<file path="config.mk">
export PLATFORM = sky130hd
export DESIGN_NAME = axi_wr_arbiter
export DESIGN_NICKNAME = d
export VERILOG_FILES = /design/src/rtl/axi_wr_arbiter.sv
export SDC_FILE = /design/constraint.sdc
export NUM_CORES = 1
export LEC_CHECK = 0
export ABC_CLOCK_PERIOD_IN_PS = 1700
export CORE_AREA = 2 2 105 107
export CTS_CLUSTER_SIZE = 25
export DETAILED_ROUTE_END_ITERATION = 16
export DIE_AREA = 0 0 107 109
export PLACE_DENSITY = 0.78
export SETUP_SLACK_MARGIN = 0.1
export SLEW_MARGIN = 20
export SYNTH_ARGS = -nofsm -noshare
export SYNTH_HDL_FRONTEND = slang
export SYNTH_SLANG_ARGS = --single-unit
</file>
<file path="constraint.sdc">
create_clock -name aclk -period 1.7 [get_ports aclk]
set_clock_uncertainty 0.05 [all_clocks]
set_input_delay 0.34 -clock aclk [delete_from_list [all_inputs] [get_ports aclk]]
set_output_delay 0.34 -clock aclk [all_outputs]
set_load 0.1 [all_outputs]
</file>
<file path="src/rtl/axi_wr_arbiter.sv">
// axi_wr_arbiter: two-master round-robin AXI write arbiter onto one slave port.
// One AW/W/B transaction in flight; AW payload registered, W and B paths combinational.
module axi_wr_arbiter #(
    parameter int ID_W   = 4,
    parameter int ADDR_W = 32,
    parameter int DATA_W = 32
) (
    input  logic                  aclk,
    input  logic                  aresetn,
    input  logic [1:0]            m_awvalid,
    output logic [1:0]            m_awready,
    input  logic [2*ID_W-1:0]     m_awid,
    input  logic [2*ADDR_W-1:0]   m_awaddr,
    input  logic [31:0]           m_awlen,
    input  logic [1:0]            m_wvalid,
    output logic [1:0]            m_wready,
    input  logic [1:0]            m_wlast,
    input  logic [2*DATA_W-1:0]   m_wdata,
    output logic [1:0]            m_bvalid,
    input  logic [1:0]            m_bready,
    output logic [1:0]            m_bresp,
    output logic                  s_awvalid,
    input  logic                  s_awready,
    output logic [ID_W-1:0]       s_awid,
    output logic [ADDR_W-1:0]     s_awaddr,
    output logic [7:0]            s_awlen,
    output logic                  s_wvalid,
    input  logic                  s_wready,
    output logic                  s_wlast,
    output logic [DATA_W-1:0]     s_wdata,
    input  logic                  s_bvalid,
    output logic                  s_bready,
    input  logic [1:0]            s_bresp,
    output logic                  len_err
);
    typedef enum logic [1:0] {IDLE, ADDR, DATA, RESP} state_t;
    state_t     state, state_nxt;
    logic       gnt, rr, sel;
    logic [1:0] gmask;
    logic [7:0] beats;
    logic       aw_hs, w_hs, b_hs;
    logic       unused_awlen_hi;
    assign unused_awlen_hi = ^{m_awlen[31:24], m_awlen[15:8]};
    // rr only breaks ties; a lone requester always wins
    assign sel     = (&m_awvalid) ? rr : m_awvalid[1];
    assign gmask   = gnt ? 2'b10 : 2'b01;
    assign s_wlast = gnt ? m_wlast[1] : m_wlast[0];
    assign s_wdata = gnt ? m_wdata[2*DATA_W-1:DATA_W] : m_wdata[DATA_W-1:0];
    assign m_bresp = s_bresp;
    always_comb begin
        state_nxt = state;
        s_awvalid = state == ADDR;
        m_awready = (state == ADDR && s_awready) ? gmask : 2'b00;
        s_wvalid  = state == DATA && (gnt ? m_wvalid[1] : m_wvalid[0]);
        m_wready  = (state == DATA && s_wready) ? gmask : 2'b00;
        s_bready  = state == RESP && (gnt ? m_bready[1] : m_bready[0]);
        m_bvalid  = (state == RESP && s_bvalid) ? gmask : 2'b00;
        aw_hs     = s_awvalid && s_awready;
        w_hs      = s_wvalid && s_wready;
        b_hs      = s_bready && s_bvalid;
        case (state)
            IDLE:    state_nxt = (|m_awvalid) ? ADDR : IDLE;
            ADDR:    state_nxt = aw_hs ? DATA : ADDR;
            DATA:    state_nxt = (w_hs && s_wlast) ? RESP : DATA;
            default: state_nxt = b_hs ? IDLE : RESP;
        endcase
    end
    always_ff @(posedge aclk or negedge aresetn) begin
        if (!aresetn) begin
            state    <= IDLE;
            gnt      <= 1'b0;
            rr       <= 1'b0;
            beats    <= 8'd0;
            len_err  <= 1'b0;
            s_awid   <= '0;
            s_awaddr <= '0;
            s_awlen  <= 8'd0;
        end else begin
            state <= state_nxt;
            if (state == IDLE && |m_awvalid) begin
                gnt      <= sel;
                s_awid   <= sel ? m_awid[2*ID_W-1:ID_W] : m_awid[ID_W-1:0];
                s_awaddr <= sel ? m_awaddr[2*ADDR_W-1:ADDR_W] : m_awaddr[ADDR_W-1:0];
                s_awlen  <= sel ? m_awlen[23:16] : m_awlen[7:0];
            end
            if (aw_hs)
                beats <= 8'd0;
            // beats holds the zero-based index of the beat being accepted
            if (w_hs) begin
                beats <= beats + 8'd1;
                if ((s_wlast && beats != s_awlen) || (!s_wlast && beats == s_awlen))
                    len_err <= 1'b1;
            end
            if (b_hs)
                rr <= ~gnt;
        end
    end
endmodule

</file>
## Yosys cells after proc, flatten, opt, wreduce, memory -nomap -nowiden

Cells that the tools add are included.

| word-level totals | value |
|---|---|
| flip-flop bits (word level) | 57 |
| bits in latches | 0 |
| bits in writable memories | 0 |
| memory bits (read-only) | 0 |
| input bits | 183 |
| output and inout bits | 89 |
| logic and storage cells | 52 |
| memories kept | 0 |

| operators by class | value |
|---|---|
| add/sub/neg operators | 1 |
| multipliers | 0 |
| divide/modulo/power cells | 0 |
| order comparisons | 0 |
| equality and inequality tests | 5 |
| shift-type cells | 0 |
| multiplexer cells | 19 |
| bitwise operators | 1 |
| reduce and logical (&&, ||, !) cells | 18 |

Operators with widths:

| kind | count |
|---|---|
| $mux W32 | 2 |
| $mux W8 | 3 |
| $mux W2 | 6 |
| $logic_and A1 B1 Y1 | 11 |
| $add A8 B1 Y8 const B | 1 |
| $eq A8 B8 Y1 | 1 |
| $ne A8 B8 Y1 | 1 |
| $mux W1 | 6 |
| $pmux W2 S3 | 1 |
| $eq A2 B2 Y1 const B | 2 |
| $mux W4 | 1 |
| $reduce_and A2 Y1 | 2 |
| $eq A2 B1 Y1 const B | 1 |
| $logic_not A2 Y1 | 1 |
| $reduce_bool A2 Y1 | 1 |
| $reduce_or A2 Y1 | 1 |
| $logic_not A1 Y1 | 1 |
| $logic_or A1 B1 Y1 | 1 |
| $not A1 Y1 | 1 |

## Longest topological paths before layout

| depth | value |
|---|---|
| depth in word-level cells | 6 |
| depth in mapped cells | 6 |
| mapped depth without buffers | 5 |

## Least setup slack after synthesis

No wires, ideal clock.

| timing | value |
|---|---|
| path kind | register -> output |
| start point | reg gnt |
| end point | out s_wvalid |
| data arrival time | 2.800 ns |
| data required time | 1.310 ns |
| path slack | -1.490 ns |
| stages on the path, launching flop included | 3 |
| path buffers | 0 |
| path through | dfrtp_1 > mux2i_1 > nor3b_1 |

| on the way | value |
|---|---|
| longest elaborated chain between the ends | 2 |

Ends and longest elaborated chain:

| what | line | source |
|---|---|---|
| start: declaration | 38 | `logic gnt, rr, sel;` |
| start signal: assignment | 81 | `gnt <= sel;` |
| $mux W1 | 54 | `s_wvalid = state == DATA && (gnt ? m_wvalid[1] : m_wvalid[0]);` |
| $logic_and A1 B1 Y1 | 54 |  |
| end: declaration | 27 | `output logic s_wvalid,` |

No other way between the ends.

## Worst setup path in the final report

| timing | value |
|---|---|
| start point | reg gnt |
| end point | out s_wdata[8] |

| on the way | value |
|---|---|
| longest elaborated chain between the ends | 1 |

Ends and longest elaborated chain:

| what | line | source |
|---|---|---|
| $mux W32 | 48 | `assign s_wdata = gnt ? m_wdata[2*DATA_W-1:DATA_W] : m_wdata[DATA_W-1:0];` |
| end: declaration | 30 | `output logic [DATA_W-1:0] s_wdata,` |

No other way between the ends.

==> results.md <==
- The first global-routing pass estimated 20900 um of wire.
- At the later pin of the worst-skew pair, clock insertion delay measures 0.32 ns.
- The number of cells on the worst reg-to-reg path is 7.
- The detail-routed net length per standard cell is 19.8 um.
- Fill cells in the final layout number 700.
- Counting every net in the synthesized netlist gives 505.
- Of the total synthesized cell area, the portion taken by AND, OR, NAND and NOR gates is 0.118.
- Setup repair after global routing could not meet its margin everywhere.
- The first detailed-routing pass took 4 iterations.
- The number of different library cells used by synthesis comes to 32.
- The share of the Yosys chip area taken by registers is 0.441.
- The fraction of layout instances using a drive strength above 1 is 0.337.
- The initial DRC count is 133.
- VDD sags by at most 1.36 mV.
- The maximum number of pins on one net before global-route repair is 49.
- The final standard cell utilization of the core is 0.721.
- The beginning of the worst register-to-register path is gnt.
- The number of enable flip-flop cells after synthesis is 0.
- The HPWL after detailed placement is 11100 um.
- The number of buffers added by the clock tree synthesis step is 9.
- 272 I/O pins were placed.
- The checks that failed: setup timing.
- The critical path goes through buf_12, buf_8, mux2_4, buf_12.
- The post-synthesis adder-cell area fraction is 0.00387.
- The cell at the slowest stage of the critical path is dfrtp_2.
- The setup slack of the critical path after layout is -0.275 ns.
- The number of nets at the end of the flow is 782.
- Derived from the worst setup path, the maximum achievable clock frequency is 506 MHz.
- The total routed wirelength is 14700 um.
- The overflow left after global routing is 0.
- The category of the worst setup path launch point is a flop.
- The tree built by TritonCTS fans out to 57 sinks.
- The hold violation count in the final report was 0.
- By area, the combinational part of the netlist is dominated by multiplexers.
- TritonCTS built the clock tree.
- The routed design could run at a clock period as short as 1.97 ns.
- Across all layers, the routed design uses 3601 vias.
- The overall global routing resource usage is 0.240.
- The delay contributed by the slowest stage of the critical path is 0.46 ns.
- At the pin with the least slew margin, the transition time is 0.325 ns.
- The cell area after technology mapping is 3230 sq um.
- For the worst setup path, the data required time is 1.31 ns.
- The number of buffers between clock root and the deepest sink is 2.
- The count of unresolved DRC violations after routing is 0.
- Setup violations remaining at the end of the flow were counted as 41.
- The starting utilization of the core area is 0.305.
- The per-instance average area after synthesis is 10.1 sq um.
- The post-place instance area is 7150 sq um.
- The via count of the first global-routing pass is 3833.
- The number of rows in the core area is 38.
- Measured against the total synthesized area, the mux share comes to 0.270.
- The fraction of the mapped netlist area in compound gates is 0.0967.
- The cell taking the most area after synthesis is dfrtp_1.
- The core region area is 10600 sq um.
- The power density of the placed cells is 2250 nW/um^2.
- After synthesis, the share of flip-flops with an asynchronous set or reset is 1.00.
- The final design instance area without fill is 7640 sq um.
- The area growth from synthesis to layout is 136%.
- The final setup TNS is -9.98 ns.
- In this run the critical register-to-register path is captured at rr.
- The setup slack of the most critical reg-to-reg path is 0.01 ns.
- The tree is rooted in a clkbuf_8.
- The area share of the largest cell type after synthesis is 0.441.
- The run finished, with violations left.
- The number of maximum-capacitance violations is 0.
- The gate count of the mapped netlist is 321.
- The arrival time reported for the critical path endpoint is 1.58 ns.
- The post-synthesis share of cell area spent on xor and xnor gates is 0.0271.
- The kind of path behind the tightest hold check is primary input to async pin.
- The tightest hold path in the finished design has a slack of 0.459 ns.
- The count of buffers added on input and output ports is 251.
- In the post-synthesis netlist, the biggest area contributors are dfrtp_1 (44%), mux2i_1 (15%), mux2_2 (12%), a21oi_1 (7.1%), nor2_1 (6.6%).
- The repair_antennas step left the layout with diodes totalling 0.
- After detailed routing, the number of vias per cell comes to 4.85.
- On the critical path the largest part of the delay comes from buffers and inverters.
- Measured against its own limit, the worst slew margin works out to 0.779.
- The H-tree depth reported by CTS is 3.
- The x dimension of the die is 107 um.
- The die extent in y is 109 um.
- The CTS clock-pin slew for the worst setup and hold paths is 0.06 ns.
- The die area is 11700 sq um.
- The power after layout is 0.0172 W.
- The most common flop cell mapped by yosys is dfrtp_1.
- The detail route stage leaves a number of antenna-violating nets equal to 0.
- During synthesis, Yosys emitted a total of 0 warnings.
- The cell occurring most often along the worst timing path is buf_12.
- The congestion estimate from routability-driven global placement came to 0.849.
- In this run the static leakage power is 3.40 nW.
- The register bit count reported by yosys is 57.
- The initial antenna violation count is 0.
- The worst setup path is captured at a primary output.
- The sum of buffers and inverters on the critical path is 3.
- The worst setup path category is flop to primary output.
- The maximum fanout count along the critical path is 8.
- The share of the clock period used by the worst path after layout is 1.16.
- The max-slew violation total from the final report is 0.
sequential cells by signal, indices dropped and copies added, names as in the netlist:
signal    cells
s_awaddr     32
gnt           1
s_awlen       8
s_awid        4
rr            1
len_err       1
state         2
beats         8
kinds of logic (layout without fill, tap and decap cells):
| family | Yosys count | count (layout) |
|---|---|---|
| buf+inv | 27 | 309 |
| compound gates | 59 | 59 |
| xor+xnor | 10 | 10 |
| fa+ha+maj | 1 | 1 |
| mux | 83 | 83 |
| simple gates | 84 | 84 |
| flops | 57 | 57 |
cell usage after synthesis (2+ instances only):
master and instances:
xor2_1 8, inv_1 5, xnor2_1 2, nand3_1 5, mux2i_1 49, o21ai_0 7
nor2_1 57, dfrtp_1 57, buf_2 11, nor4_1 3, mux2_2 34, buf_4 7
clkbuf_1 4, a21oi_1 46, nand2_1 9
stage by stage:
stage | worst slack [ns] | std cells
floorplan | -0.161 | 321
global placement | -0.198 | 713
detailed placement | -0.209 | 713
CTS | -0.274 | 737
global route | -0.321 | 743
finish | -0.275 | 743
final cells by class:
type                       count  area, sq um  area share
sequential                    57         1440       0.188
inverter                       5         25.0     0.00327
timing repair buffer         288         3930       0.514
tap                          140          175      0.0229
multi-input combinational    237         1900       0.248
clock inverter                 4         45.0     0.00589
clock buffer                  12          135      0.0177
where the power goes:
group          total, W  switching (W)  internal, W
registers       0.00274       0.000758      0.00198
clock network   0.00120       0.000527     0.000671
logic            0.0133        0.00813      0.00516
total            0.0172        0.00941      0.00781
repair_timing:
item / CTS / global route
resized for setup: 15 / 12
gates cloned: 2 / 3
setup endpoints to repair: 43 / 96
hold endpoints to repair: 11 / 0
setup buffers: 5 / 3
pin swaps: 7 / 4
hold buffers: 1 / 0
how the worst max path moves through the flow:
stage	end	startpoint	slack [ns]	cells after the start
after floorplan	s_wvalid	gnt	-0.16	2
after global placement	s_wvalid	m_wvalid[1]	-0.20	5
after detailed placement	s_awaddr[28]	m_awvalid[0]	-0.21	6
after CTS	s_wdata[24]	gnt	-0.27	4
after global routing	s_wdata[24]	gnt	-0.32	4
final	s_wdata[8]	gnt	-0.27	4
layout by cell type, fill, tap and decap left out, types with 2 or more instances in the layout:
master	synthesis	layout
nor2_4	0	8
buf_4	7	14
inv_1	5	3
xor2_1	8	8
nor2_1	57	46
clkinv_2	0	3
o21ai_0	7	6
buf_16	0	4
mux2_2	34	3
mux2_4	0	31
buf_6	0	5
nor4_1	3	3
buf_12	0	95
xnor2_1	2	2
clkbuf_1	4	3
dfrtp_2	0	11
nand2_1	9	8
a21oi_1	46	45
mux2i_1	49	48
buf_8	0	2
clkbuf_16	0	3
nand3_1	5	5
clkbuf_8	0	9
clkdlybuf4s50_1	0	163
dfrtp_1	57	46
nor2_2	0	3
layer usage:
layer  vias up  wire length, um  track usage
li1       1669                -            -
met1      1701             4640        0.221
met2       201             8100        0.472
met3        30             1350       0.0795
met4         0              643        0.111
met5         -                0            0
(Power assumes the default switching activity.)
